## config.mk

```make
export PLATFORM = sky130hd
export DESIGN_NAME = sub_window_accum
export DESIGN_NICKNAME = d
export VERILOG_FILES = /design/src/rtl/sub_window_accum_pkg.sv /design/src/rtl/sub_window_accum_sat_add.sv /design/src/rtl/sub_window_accum.sv
export SDC_FILE = /design/constraint.sdc
export NUM_CORES = 1
export LEC_CHECK = 0
export ABC_AREA = 1
export BUFFER_PORTS_ARGS = -buffer_cell sky130_fd_sc_hd__buf_2
export CAP_MARGIN = 20
export CORE_UTILIZATION = 33
export DETAILED_ROUTE_END_ITERATION = 10
export PLACE_DENSITY = 0.49
export SLEW_MARGIN = 25
export SYNTH_ARGS = -nofsm -noshare
export SYNTH_HDL_FRONTEND = slang
export SYNTH_SLANG_ARGS = --single-unit
```

## constraint.sdc

```tcl
create_clock -name clk -period 2.1 [get_ports clk]
set_clock_uncertainty 0.15 [all_clocks]
set_input_delay 0.21 -clock clk [delete_from_list [all_inputs] [get_ports clk]]
set_output_delay 0.21 -clock clk [all_outputs]
set_load 0.02 [all_outputs]
```

## src/rtl/sub_window_accum_pkg.sv

```systemverilog
// Shared definitions for the windowed difference accumulator: default widths,
// FSM state encoding and the signed saturation bounds.
package sub_window_accum_pkg;

    localparam int DIN_W_DEF   = 5;
    localparam int ACC_W_DEF   = 10;
    localparam int WIN_LEN_DEF = 8;

    typedef enum logic {
        ST_ACC   = 1'b0,
        ST_STALL = 1'b1
    } state_e;

    // Bounds of a w-bit two's complement value.
    function automatic longint sat_max(input int w);
        return (longint'(1) <<< (w - 1)) - 1;
    endfunction

    function automatic longint sat_min(input int w);
        return -(longint'(1) <<< (w - 1));
    endfunction

endpackage

```

## src/rtl/sub_window_accum_sat_add.sv

```systemverilog
// Combinational signed add of an ACC_W accumulator and a sign-extended DIN_W
// sample, clamped to the ACC_W range with a flag when clamping happened.
module sat_add_signed
    import sub_window_accum_pkg::*;
#(
    parameter int DIN_W = DIN_W_DEF,
    parameter int ACC_W = ACC_W_DEF
) (
    input  logic [ACC_W-1:0] acc,
    input  logic [DIN_W-1:0] din,
    output logic [ACC_W-1:0] sum,
    output logic             sat
);

    localparam logic [ACC_W-1:0] SAT_MAX = ACC_W'(sat_max(ACC_W));
    localparam logic [ACC_W-1:0] SAT_MIN = ACC_W'(sat_min(ACC_W));

    logic [ACC_W:0] wide;

    // One guard bit is enough: the sample is narrower than the accumulator.
    assign wide = {acc[ACC_W-1], acc} + {{(ACC_W + 1 - DIN_W){din[DIN_W-1]}}, din};
    assign sat  = wide[ACC_W] ^ wide[ACC_W-1];
    assign sum  = !sat ? wide[ACC_W-1:0] : (wide[ACC_W] ? SAT_MIN : SAT_MAX);

endmodule

```

## src/rtl/sub_window_accum.sv

```systemverilog
// Sums WIN_LEN signed difference samples with saturation and hands each window
// total downstream on valid/ready, stalling upstream while a total is blocked.
module sub_window_accum
    import sub_window_accum_pkg::*;
#(
    parameter int DIN_W   = DIN_W_DEF,
    parameter int ACC_W   = ACC_W_DEF,
    parameter int WIN_LEN = WIN_LEN_DEF
) (
    input  logic                       clk,
    input  logic                       rst_n,
    input  logic [DIN_W-1:0]           subIn,
    input  logic                       subValid,
    output logic                       subReady,
    input  logic                       clrIn,
    output logic [ACC_W-1:0]           sumOut,
    output logic                       sumValid,
    input  logic                       sumReady,
    output logic                       ovfOut,
    output logic [$clog2(WIN_LEN)-1:0] winCnt
);

    localparam int               CNT_W = $clog2(WIN_LEN);
    localparam logic [CNT_W-1:0] LAST  = CNT_W'(WIN_LEN - 1);

    state_e           state, state_nxt;
    logic [ACC_W-1:0] acc;
    logic             ovf_flag;
    logic [ACC_W-1:0] pend_sum;
    logic             pend_ovf;
    logic [ACC_W-1:0] add_sum;
    logic             add_sat;
    logic             accept, win_end, drain, out_free, flag_nxt;

    sat_add_signed #(.DIN_W(DIN_W), .ACC_W(ACC_W)) u_sat_add (
        .acc (acc),
        .din (subIn),
        .sum (add_sum),
        .sat (add_sat)
    );

    // A clear wins over a presented sample, which is then simply not taken.
    assign accept   = subValid & subReady & ~clrIn;
    assign win_end  = accept & (winCnt == LAST);
    assign drain    = sumValid & sumReady;
    assign out_free = ~sumValid | sumReady;
    assign flag_nxt = ovf_flag | add_sat;

    // NOTE: sequential state uses non-blocking (<=) so every register samples pre-edge values.
    always_ff @(posedge clk or negedge rst_n) begin
        if (!rst_n) state <= ST_ACC;
        else        state <= state_nxt;
    end

    // NOTE: the default assignment first keeps this block free of inferred latches.
    always_comb begin
        state_nxt = state;
        case (state)
            ST_ACC:   if (win_end && !out_free) state_nxt = ST_STALL;
            ST_STALL: if (clrIn || drain)       state_nxt = ST_ACC;
            default:  state_nxt = ST_ACC;
        endcase
    end

    always_comb begin
        subReady = (state == ST_ACC);
    end

    always_ff @(posedge clk or negedge rst_n) begin
        if (!rst_n) begin
            acc      <= '0;
            winCnt   <= '0;
            ovf_flag <= 1'b0;
        end else if (clrIn || win_end) begin
            acc      <= '0;
            winCnt   <= '0;
            ovf_flag <= 1'b0;
        end else if (accept) begin
            acc      <= add_sum;
            winCnt   <= winCnt + CNT_W'(1);
            ovf_flag <= flag_nxt;
        end
    end

    // NOTE: the pending holding register is reset too, so a discarded stall leaves no stale total.
    always_ff @(posedge clk or negedge rst_n) begin
        if (!rst_n) begin
            sumOut   <= '0;
            ovfOut   <= 1'b0;
            sumValid <= 1'b0;
            pend_sum <= '0;
            pend_ovf <= 1'b0;
        end else begin
            if (state == ST_STALL && drain && !clrIn) begin
                sumOut   <= pend_sum;
                ovfOut   <= pend_ovf;
                sumValid <= 1'b1;
            end else if (win_end && out_free) begin
                sumOut   <= add_sum;
                ovfOut   <= flag_nxt;
                sumValid <= 1'b1;
            end else if (drain) begin
                sumValid <= 1'b0;
            end
            if (win_end && !out_free) begin
                pend_sum <= add_sum;
                pend_ovf <= flag_nxt;
            end
        end
    end

endmodule

```

* Yosys cells after proc, flatten, opt, wreduce, memory -nomap -nowiden
Cells that the tools add are included.
** Storage, ports and cells
- Register bits :: 38
- Word-level logic and storage cells :: 51
- Output and inout bits :: 16
- Input port bits :: 10
** Cells by class
- Eq/ne operators :: 1
- Bitwise operators :: 10
- Reductions and logical operators :: 11
- Multiplexer cells :: 18
- $add $sub $neg :: 2
** Operator list (number)
- 10-bit two-way mux :: 6
- 10-bit by 5-bit adder with 11-bit output :: 1
- 1-bit two-way mux :: 9
- 3-bit two-way mux :: 2
- 1-bit bitwise AND :: 4
- 1-bit logical AND :: 4
- 2-bit nonzero test :: 2
- 3-bit by 1-bit adder with 3-bit output, second input constant :: 1
- 3-bit equality test, second input constant :: 1
- 1-bit NOT :: 3
- 3-bit nonzero test :: 1
- 1-bit logical NOT :: 2
- 1-bit logical OR :: 2
- 1-bit OR :: 2
- 1-bit one-hot mux with 2 select lines :: 1
- 1-bit XOR :: 1

* Logic depth before layout (Yosys ltp)
Gate-level depths: netlist of the first run.
- Depth in word-level cells :: 7
- Depth in mapped cells :: 15
- Gate-level depth less buffers :: 14

* By module
A second synthesis of the first run with hierarchy kept.
** Unflattened totals
- Cell total of the unflattened synthesis :: 325
- Area, all modules :: 2392.3 µm²
** By module, submodules not included
- sub_window_accum :: area each 1762.9 µm², cells an instance 207, instances 1, sequential area each 950.9 µm²
- sat_add_signed :: area each 629.4 µm², cells an instance 118, instances 1, sequential area each 0.0 µm²

* Worst setup path before layout of the first run
OpenSTA, ideal clock, no wires.
- Kind :: reg2reg
- From :: register acc[0]
- To :: register ovfOut
- Stages on the path, launching flop included :: 12
- Data arrival time :: 1.734 ns
- Path slack :: 0.100 ns
- Period minus slack after synthesis :: 2.000 ns
- Cells stage by stage :: dfrtp_1 -> ha_1 -> fa_1 -> nand3_2 -> nand3_2 -> nand2_1 -> nand2_2 -> nand2_4 -> buf_12 -> nand3_2 -> nand2_1 -> nand2_1
** On the way
- Cells in the longest elaborated chain, start to end :: 5
** Ends and longest elaborated chain
- start: declaration :: line sub_window_accum.sv:27 : logic [ACC_W-1:0] acc;
- start signal: assignment :: line sub_window_accum.sv:79 : acc <= add_sum;
- 10-bit by 5-bit adder with 11-bit output :: line sub_window_accum_sat_add.sv:21 : assign wide = {acc[ACC_W-1], acc} + {{(ACC_W + 1 - DIN_W){din[DIN_W-1]}}, din};
- 1-bit XOR :: line sub_window_accum_sat_add.sv:22 : assign sat = wide[ACC_W] ^ wide[ACC_W-1];
- 1-bit OR :: line sub_window_accum.sv:47 : assign flag_nxt = ovf_flag | add_sat;
- 1-bit two-way mux :: line sub_window_accum.sv:98 : end else if (win_end && out_free) begin
- 1-bit two-way mux :: line sub_window_accum.sv:94 : if (state == ST_STALL && drain && !clrIn) begin
- end signal: assignment :: line sub_window_accum.sv:96 : ovfOut <= pend_ovf;
- end signal: assignment :: line sub_window_accum.sv:100 : ovfOut <= flag_nxt;
- end: declaration :: line sub_window_accum.sv:19 : output logic ovfOut,
No other way between the ends. The select of a mux whose other input is x is not followed.
A chain may end at the register's enable or synchronous reset.

* Worst setup path after layout of the first run
- From :: register acc[7]
- To :: register sumOut[7]
** On the way
- Cells in the longest elaborated chain, start to end :: 5
** Ends and longest elaborated chain
- 10-bit by 5-bit adder with 11-bit output * :: line sub_window_accum_sat_add.sv:21
- 10-bit two-way mux / 1-bit XOR (equally long branches) :: line sub_window_accum_sat_add.sv:23, sub_window_accum_sat_add.sv:22
- 10-bit two-way mux * :: line sub_window_accum_sat_add.sv:23 : assign sum = !sat ? wide[ACC_W-1:0] : (wide[ACC_W] ? SAT_MIN : SAT_MAX);
- 10-bit two-way mux * :: line sub_window_accum.sv:98
- 10-bit two-way mux * :: line sub_window_accum.sv:94
- end signal: assignment :: line sub_window_accum.sv:95 : sumOut <= pend_sum;
- end signal: assignment :: line sub_window_accum.sv:99 : sumOut <= add_sum;
- end: declaration :: line sub_window_accum.sv:16 : output logic [ACC_W-1:0] sumOut,
Mark *: on every way between the ends. The rest lies on a longest branch, timed or not. The select of a mux whose other input is x is not followed.

==> results of run 1 <==
-- placed cells by master, fill, tap and decap left out, drive strengths merged, types with 2 or more instances in the layout --
cell type	count
xnor2	3
a21oi	8
xor2	2
buf	56
ha	12
clkinv	2
nand2	146
nand3	16
nor2	11
a22o	12
dfrtp	38
o21ai	3
inv	32
nand4	5
clkbuf	5
-- state kept, by name (all words and copies together) (netlist names) --
register  flops
acc          10
ovfOut        1
ovf_flag      1
pend_ovf      1
pend_sum     10
state         1
sumOut       10
sumValid      1
winCnt        3
-- worst max-delay path, delay by kind of cell (launching register included) --
| kind | cells | cell delay, ns |
|---|---|---|
| AND/OR/NAND/NOR | 9 | 0.72 |
| flip-flops | 1 | 0.43 |
| adder cells (fa/ha/maj) | 1 | 0.29 |
| AO/OA/AOI/OAI | 1 | 0.21 |
| buffers and inverters | 1 | 0.14 |
-- power breakdown --
group	leakage [nW]	switching [W]	internal, W
logic	1.17	0.000884	0.000669
clock network	0.0579	0.000264	0.000350
registers	0.519	0.0000633	0.000787
-- worst max path at each step --
stage | from | to | slack, ns | depth (start not counted)
after CTS | acc[0]$_DFFE_PN0P_ | acc[4]$_DFFE_PN0P_ | 0.0008 | 10
after global placement | subIn[4] | ovfOut$_DFFE_PN0P_ | -0.07 | 12
final | acc[7]$_DFFE_PN0P_ | sumOut[7]$_DFFE_PN0P_ | 0.04 | 12
after floorplan | acc[0]$_DFFE_PN0P_ | ovfOut$_DFFE_PN0P_ | 0.1 | 11
after detailed placement | subIn[4] | pend_ovf$_DFFE_PN0P_ | -0.09 | 12
after global routing | acc[3]$_DFFE_PN0P_ | sumOut[8]$_DFFE_PN0P_ | -0.05 | 13
-- routing by layer --
metal | up-vias | global-route usage [%] | part of all wire (%)
met5 | - | 0 | 0
li1 | 1065 | - | -
met1 | 982 | 22.93 | 49
met4 | 0 | 5.152 | 1.1
met3 | 7 | 2.857 | 2.4
met2 | 33 | 29.71 | 48
-- through the flow --
step | instances | instance area, um2 | TNS (ns) | hold slack (ns) | total power (W)
2_1_floorplan | 300 | 2374 | 0 | -0.2356 | 0.001665
3_3_place_gp | 431 | 2703 | -0.5388 | 0.1505 | 0.001953
3_5_place_dp | 431 | 2706 | -1.368 | 0.1496 | 0.001955
4_1_cts | 440 | 2903 | 0 | 0.03960 | 0.002654
5_1_grt | 453 | 3242 | -0.6842 | 0.07955 | 0.003219
6_report | 453 | 3242 | 0 | 0.04458 | 0.003017
-- cell families (layout without fill, tap and decap cells) --
kind of cell	count (synthesis)	in the layout	synth area share (%)
AND/OR/NAND/NOR	179	179	36.00
buffers and inverters	40	97	7.222
flip-flops	38	38	40.06
AO/OA/AOI/OAI	25	25	7.697
adder cells (fa/ha/maj)	13	13	7.169
XOR/XNOR	5	5	1.845
-- repair_timing --
item,CTS,global route
pin swaps,0,31
hold endpoints to repair,38,0
buffers inserted,0,13
hold buffers,1,0
resized for setup,8,65
endpoints found under the setup margin,27,32
-- final cells by class --
type                       instances  area, um2
multi-input combinational        222       1560
fill                             684       3627
clock inverter                     3      40.04
tap                               96      120.1
sequential                        38      953.4
clock buffer                       5      68.82
inverter                          32      120.1
timing repair buffer              57      379.1
==> flow_metrics.tcl, run 1 <==
set metrics [dict create \
    r2r-start "acc[7]$_DFFE_PN0P_" \
    finalCriticalPeriod_ns 2.065 \
    holdCritPathClass "primary input to flip-flop" \
    reg2reg_to "sumOut[7]$_DFFE_PN0P_" \
    drc 0 \
    status "completed" \
    drt_iter0_drc 113 \
    synth_top_area_share_pct 40.06 \
    r2r_setup_slack_ns 0.04 \
    path_clk_slew_ns 0.08 \
    routedWlPerCell_um 13.25 \
    die_w_um 86.81 \
    slowest_stage "dfrtp_1" \
    yosysMostFrequentCell "nand2_1" \
    clock_latency_ns 0.29 \
    ys_ff_latch 38 \
    syn_nets 323 \
    io_buffer_count 25 \
    vias 2087 \
    grt_pass1_vias 2047 \
    initial_core_util_pct 34.55 \
    hold_viol_final 0 \
    synth_ff_type "dfrtp_1" \
    r2r_cells 12 \
    cts_buffer_depth 2 \
    hold_start "sumReady" \
    num_antenna_cells 0 \
    max_slew_margin_pct 55.30 \
    rows 30 \
    worstHoldPathCells 4 \
    post-route-period-util_pct 98.33 \
    synth_edf_count 0 \
    path_class "flip-flop to flip-flop" \
    antenna_found_initial 0 \
    synth_area_leader_cell "dfrtp_1" \
    drive_gt1_share_pct 42.30 \
    clock.fmax_mhz 484.3 \
    grt_pass1_wl_mm 9.936 \
    rsz0062_at_grt "true" \
    grt_use_total_pct 17.53 \
    end_kind "flip-flop" \
    synthTopCellsByCount "124 x nand2_1, 38 x dfrtp_1, 32 x inv_1" \
    ctsRootBufferMaster "clkbuf_8" \
    cts_tree "yes" \
    die_h_um 86.81 \
    firstDrtPassIters 4 \
    slowest_delay_ns 0.43 \
    ant_nets 0 \
    syn_area_um2 2374 \
    io_pins 26 \
    max_cap_violations 0 \
    cp.arrival_ns 2.10 \
    required_ns 2.14 \
    postLayoutSetupSlackWorst_ns 0.03514 \
    whs_endpoint "state$_DFF_PN0_" \
    synthDistinctLibCells 26 \
    power.density_nw_per_um2 930.5 \
    synth_area_leaders "dfrtp_1 40%, nand2_1 20%, ha_1 6.3%, inv_1 5.1%, a22o_1 4.4%" \
    ir_worst_vdd_mv 0.3670 \
    maxSlewViolCount 0 \
    grt_max_degree 39 \
    critPathMaxFanout 7 \
    final_util_pct 47.19 \
    core-area_um2 6869 \
    numCtsBuffers 5 \
    syn_inst 300 \
    async_flop_share_pct 100.0 \
    yosys_warnings 0 \
    dieArea_um2 7536 \
    leakage_nw 1.746 \
    post_synth.cell_area_avg_um2 7.912 \
    vias_per_cell 4.607 \
    area_delta_synth_final_pct 36.58 \
    place_worst_setup_slack_ns -0.08765 \
    worst_pin_slew_ns 0.6705 \
    cts_max_level 2 \
    crit_top_cell "nand2_2" \
    dp_hpwl_mm 4.292 \
    path_cells "ha_4 > nand2_2 > nand2_2 > a21oi_4 > nand4_1 > nand2_2 > nand2_8 > buf_8 > nand2_4 > nand2_4 > nand2_2 > nand2_2" \
    setup_viol 0 \
    cts.sinks 38 \
    routed_wirelength_mm 6.002 \
    seq_area_frac_synth_pct 40.06 \
    nNetsFinal 379 \
    overflow 0 \
    start_kind "flip-flop" \
    gp_congestion 0.8199 \
]
(Power assumes the default switching activity.)
==> inputs of run 2 (changes only) <==
==> constraint.sdc (replaced) <==
create_clock -name clk -period 2.1 [get_ports clk]
set_clock_uncertainty 0.15 [all_clocks]
set_input_delay 0.63 -clock clk [delete_from_list [all_inputs] [get_ports clk]]
set_output_delay 0.63 -clock clk [all_outputs]
set_load 0.02 [all_outputs]
==> flow_metrics.tcl, run 2 (synthesis results as in run 1) <==
set metrics [dict create \
    status "finished, violations left" \
    violations "negative setup slack" \
    ctsHoldBuffers 0 \
    firstDrtPassIters 4 \
    cts.sinks 38 \
    r2r_cells 10 \
    setup_viol 10 \
    max_slew_margin_pct 69.89 \
    critPathMaxFanout 6 \
    routed_wirelength_mm 5.937 \
    finalCriticalPeriod_ns 2.137 \
    nFillCells 686 \
    vias_per_cell 4.594 \
    cts_tree "yes" \
    initial_core_util_pct 34.55 \
    max_cap_violations 0 \
    clock_latency_ns 0.29 \
    grt_busiest_layer "met2" \
    power.density_nw_per_um2 968.6 \
    use_met1_pct 22.34 \
    grt_max_degree 39 \
    area_delta_synth_final_pct 41.64 \
    design_area_um2 3362 \
    r2r-start "acc[0]$_DFFE_PN0P_" \
    gr-usage-met3_pct 2.952 \
    post-route-period-util_pct 101.8 \
    placed_area_um2 2920 \
    holdCritPathClass "primary input to async pin" \
    postLayoutSetupSlackWorst_ns -0.03720 \
    drive_gt1_share_pct 40.56 \
    layout_common_cells "94 x nand2_1, 38 x dfrtp_1, 31 x buf_4" \
    ctsRootBufferMaster "clkbuf_8" \
    die_h_um 86.81 \
    start_kind "primary input" \
    core-area_um2 6869 \
    path_clk_slew_ns 0.08 \
    numCtsBuffers 5 \
    dieArea_um2 7536 \
    path_cells "buf_12 > buf_12 > ha_4 > nand2_4 > inv_2 > nand2_2 > nand2_2 > nand2_2 > nand3_2 > nand2_2 > nand2_4 > nand2_8 > nand2_4 > nand2_4 > nand2_2 > nand2_1" \
    grt_pass1_wl_mm 9.853 \
    die_w_um 86.81 \
    rows 30 \
    ir_worst_vdd_mv 0.5274 \
    dp_hpwl_mm 4.073 \
    path_class "primary input to flip-flop" \
    r2r_setup_slack_ns 0.04 \
    cp.arrival_ns 2.17 \
    overflow 0 \
    crit_cells 16 \
    drt_iter0_drc 65 \
    antenna_found_initial 0 \
    grt_use_total_pct 16.97 \
    cts_buffer_depth 2 \
    required_ns 2.13 \
    rsz0062_at_grt "true" \
    io_buffer_count 25 \
    largestRegisters "acc x10, pend_sum x10, sumOut x10" \
    drc 0 \
    grt_pass1_vias 2094 \
    gp_congestion 0.8105 \
    vias 2095 \
    leakage_nw 1.787 \
    ant_nets 0 \
    critPathTopFamily "simple AND/OR/NAND/NOR gates" \
    final_common_cell "nand2_1" \
    num_antenna_cells 0 \
    cp-startpoint "subIn[4]" \
    cts_max_level 2 \
    met2_usage_pct 28.35 \
    worst_pin_slew_ns 0.4512 \
    end_kind "flip-flop" \
    maxSlewViolCount 0 \
    io_pins 26 \
    endpoint "acc[4]$_DFFE_PN0P_" \
    routedWlPerCell_um 13.02 \
    power.total_w 0.003256 \
    nNetsFinal 382 \
    crit_top_cell "nand2_2" \
    critPathBufInv 3 \
    final_util_pct 48.94 \
    clock.fmax_mhz 467.9 \
    slowest_delay_ns 0.31 \
    slowest_stage "ha_4" \
    hold_viol_final 0 \
    reg2reg_to "acc[4]$_DFFE_PN0P_" \
]
run 2: worst min-delay path by stage:
stage / endpoint / slack, ns / depth (start not counted)
CTS: pend_sum[1]$_DFFE_PN0P_ / 0.15 / 2
finish: pend_sum[1]$_DFFE_PN0P_ / 0.14 / 2
global placement: pend_ovf$_DFFE_PN0P_ / 0.32 / 2
floorplan: acc[0]$_DFFE_PN0P_ / 0.18 / 0
detailed placement: pend_ovf$_DFFE_PN0P_ / 0.32 / 2
global route: acc[1]$_DFFE_PN0P_ / 0.15 / 2
run 2: worst register-to-register path, delay by kind of cell, from the launching register on:
family | cells | cell delay [ns]
fa+ha+maj | 2 | 0.56
flops | 1 | 0.41
simple gates | 8 | 0.84
run 2: routing by layer:
metal	part of all wire, %	vias to the layer above
li1	-	1068
met1	48	983
met2	47	35
met3	2.6	9
met4	1.6	0
met5	0	-
run 2: through the flow:
| step | setup TNS [ns] | setup WS (ns) | hold slack (ns) | cells |
|---|---|---|---|---|
| floorplan | -1.224 | -0.05275 | 0.1844 | 300 |
| global placement | -13.67 | -0.4592 | 0.3176 | 443 |
| detailed placement | -13.17 | -0.4520 | 0.3157 | 443 |
| CTS | 0 | 0.002909 | 0.1491 | 455 |
| global route | -2.299 | -0.1254 | 0.1504 | 456 |
| finish | -0.09294 | -0.03720 | 0.1401 | 456 |
run 2: cell type report:
type,instances,area (um2),area share [%]
clock buffers,6,82.58,2.456
clock inverters,2,60.06,1.786
inverters,32,120.1,3.573
multi-input cells,224,1615,48.05
flip-flops and latches,38,950.9,28.28
well taps,96,120.1,3.573
repair buffers,58,412.9,12.28
run 2: repair_timing:
item	CTS	global route
gates resized for setup	24	41
gates cloned	2	0
buffers inserted	2	1
setup endpoints to repair	31	33
pin swaps	16	20
run 2: power by group:
| group | internal (W) | total, W | switching (W) |
|---|---|---|---|
| sequential | 0.000785 | 0.000846 | 0.0000603 |
| combinational | 0.000697 | 0.00164 | 0.000944 |
| clock | 0.000507 | 0.000770 | 0.000263 |
| total | 0.00199 | 0.00326 | 0.00127 |
==> inputs of run 3 (changes only) <==
--- a/config.mk
+++ b/config.mk
@@ -10,7 +10,7 @@
 export CAP_MARGIN = 20
 export CORE_UTILIZATION = 33
 export DETAILED_ROUTE_END_ITERATION = 10
-export PLACE_DENSITY = 0.49
+export PLACE_DENSITY = 0.55
 export SLEW_MARGIN = 25
 export SYNTH_ARGS = -nofsm -noshare
 export SYNTH_HDL_FRONTEND = slang
==> flow_metrics.tcl, run 3 (synthesis results as in run 1) <==
set metrics [dict create \
    status "finished, violations left" \
    violations "negative setup slack" \
    ctsRootBufferMaster "clkbuf_8" \
    power.share.clock_pct 16.9 \
    rows 30 \
    placed_area_um2 2943 \
    vias_per_cell 4.536 \
    max_slew_margin_pct 62.18 \
    largestRegisters "acc x10, pend_sum x10, sumOut x10" \
    io_buffer_count 25 \
    cts_buffer_depth 2 \
    ctsHoldBuffers 0 \
    crit_top_cell "nand2_2" \
    worst_pin_slew_ns 0.5667 \
    drc 0 \
    cts_tree "yes" \
    end_kind "flip-flop" \
    die_w_um 86.81 \
    fin_cells 457 \
    wl_met3_um 161 \
    clock.fmax_mhz 475.2 \
    routed_wirelength_mm 6.011 \
    p_sw_w 0.001264 \
    hold_ws_ns 0.2197 \
    slowest_delay_ns 0.32 \
    seq_power_share_pct 28.2 \
    start_kind "primary input" \
    grt_use_total_pct 17.16 \
    rsz0062_at_grt "true" \
    io_pins 26 \
    core-area_um2 6869 \
    vias 2073 \
    initial_core_util_pct 34.55 \
    path_class "primary input to flip-flop" \
    slowest_stage "ha_4" \
    nNetsFinal 385 \
    ant_nets 0 \
    final-seq-area_um2 950.9 \
    r2r-start "acc[0]$_DFFE_PN0P_" \
    met1Wirelength_mm 2.943 \
    multiInputGateArea_um2 1638 \
    postLayoutSetupSlackWorst_ns -0.004161 \
    reg2reg_to "acc[3]$_DFFE_PN0P_" \
    cp.arrival_ns 2.14 \
    nFillCells 657 \
    finalCriticalPeriod_ns 2.104 \
    cts_max_level 2 \
    hold_viol_final 0 \
    dieArea_um2 7536 \
    grt_pass1_vias 2002 \
    clock_latency_ns 0.29 \
    post-route-period-util_pct 100.2 \
    path_clk_slew_ns 0.07 \
    required_ns 2.14 \
    place_inst 446 \
    cts.sinks 38 \
    path_cells "buf_12 > buf_12 > ha_4 > nand2_4 > inv_2 > nand2_2 > nand2_2 > nand2_2 > nand3_2 > nand2_2 > nand2_4 > nand2_8 > nand2_2 > nand2_2 > nand2_1 > nand2_1" \
    power.total_w 0.002999 \
    power.density_nw_per_um2 896.1 \
    setup_viol 4 \
    area_delta_synth_final_pct 41.01 \
    endpoint "acc[3]$_DFFE_PN0P_" \
    layout_common_cells "92 x nand2_1, 38 x dfrtp_1, 34 x buf_4" \
    grt_pass1_wl_mm 9.763 \
    place_worst_setup_slack_ns -0.4296 \
    overflow 0 \
    r2r_cells 10 \
    design_area_um2 3347 \
    met2_length_mm 2.844 \
    antenna_found_initial 0 \
    holdCritPathClass "primary input to async pin" \
    final_common_cell "nand2_1" \
    ir_worst_vdd_mv 0.3847 \
    critPathMaxFanout 6 \
    cp-startpoint "subIn[4]" \
    firstDrtPassIters 4 \
    max_cap_violations 0 \
    num_antenna_cells 0 \
    p_sw_share_pct 42.14 \
    grt_max_degree 39 \
    drt_iter0_drc 86 \
    r2r_setup_slack_ns 0.06 \
    internal_power_w 0.001735 \
    combPwrFrac_pct 54.9 \
    dp_hpwl_mm 4.179 \
    die_h_um 86.81 \
    routedWlPerCell_um 13.15 \
    numCtsBuffers 5 \
    drive_gt1_share_pct 41.83 \
    leakage_nw 1.781 \
    gp_congestion 0.7881 \
    top_layer "met4" \
    maxSlewViolCount 0 \
]
run 3: cell types whose count changed in the layout (fill, tap and decap cells not counted), sizes merged:
cell	before	now
buf	58	61
bufinv	2	0
run 3: timing repair:
action / 4_1_cts / 5_1_grt
gates resized for setup: 28 / 42
cloned: 2 / 0
setup endpoints to repair: 32 / 33
buffers inserted: 0 / 3
pin swaps: 21 / 35
hold endpoints to repair: 0 / 0
run 3: worst min-delay path by stage:
stage	start	end	slack (ns)	depth (start not counted)
floorplan	rst_n	acc[0]$_DFFE_PN0P_	0.18	0
global placement	pend_sum[3]$_DFFE_PN0P_	pend_sum[3]$_DFFE_PN0P_	0.32	2
detailed placement	pend_sum[3]$_DFFE_PN0P_	pend_sum[3]$_DFFE_PN0P_	0.32	2
CTS	rst_n	sumOut[4]$_DFFE_PN0P_	0.25	2
global route	rst_n	pend_sum[1]$_DFFE_PN0P_	0.28	2
finish	rst_n	pend_sum[1]$_DFFE_PN0P_	0.22	2
run 3: critical path, delay by kind of cell:
kind / cells / cell delay (ns)
adder cells (fa/ha/maj): 1 / 0.32
AND/OR/NAND/NOR: 12 / 0.89
buffers and inverters: 3 / 0.30
run 3: area by class of cell:
class                      count  area share [%]
timing repair buffer          61           13.01
clock buffer                   6           2.467
tap                           96           3.589
sequential                    38           28.41
inverter                      32           3.589
multi-input combinational    224           48.93
run 3: per-layer routing:
metal	vias to the layer above	GRT usage (%)
met5	-	0
li1	1073	-
met4	0	4.545
met3	8	3.429
met1	968	23.51
met2	24	27.56
run 3: power by group through the flow:
stage	clock (W)	combinational, W	sequential [W]
6_report	0.000507	0.00165	0.000846
5_1_grt	0.000549	0.00179	0.000852
4_1_cts	0.000517	0.00144	0.000849
3_5_place_dp	0	0.00124	0.000859
3_3_place_gp	0	0.00123	0.000858
2_1_floorplan	0	0.000895	0.000845
run 3: metrics by stage:
step	utilization, %	setup TNS (ns)
after floorplan	-	-1.224
after global placement	42.84	-13.54
after detailed placement	42.84	-12.74
after CTS	46.14	0
after global routing	48.73	-1.205
final	48.73	-0.01312
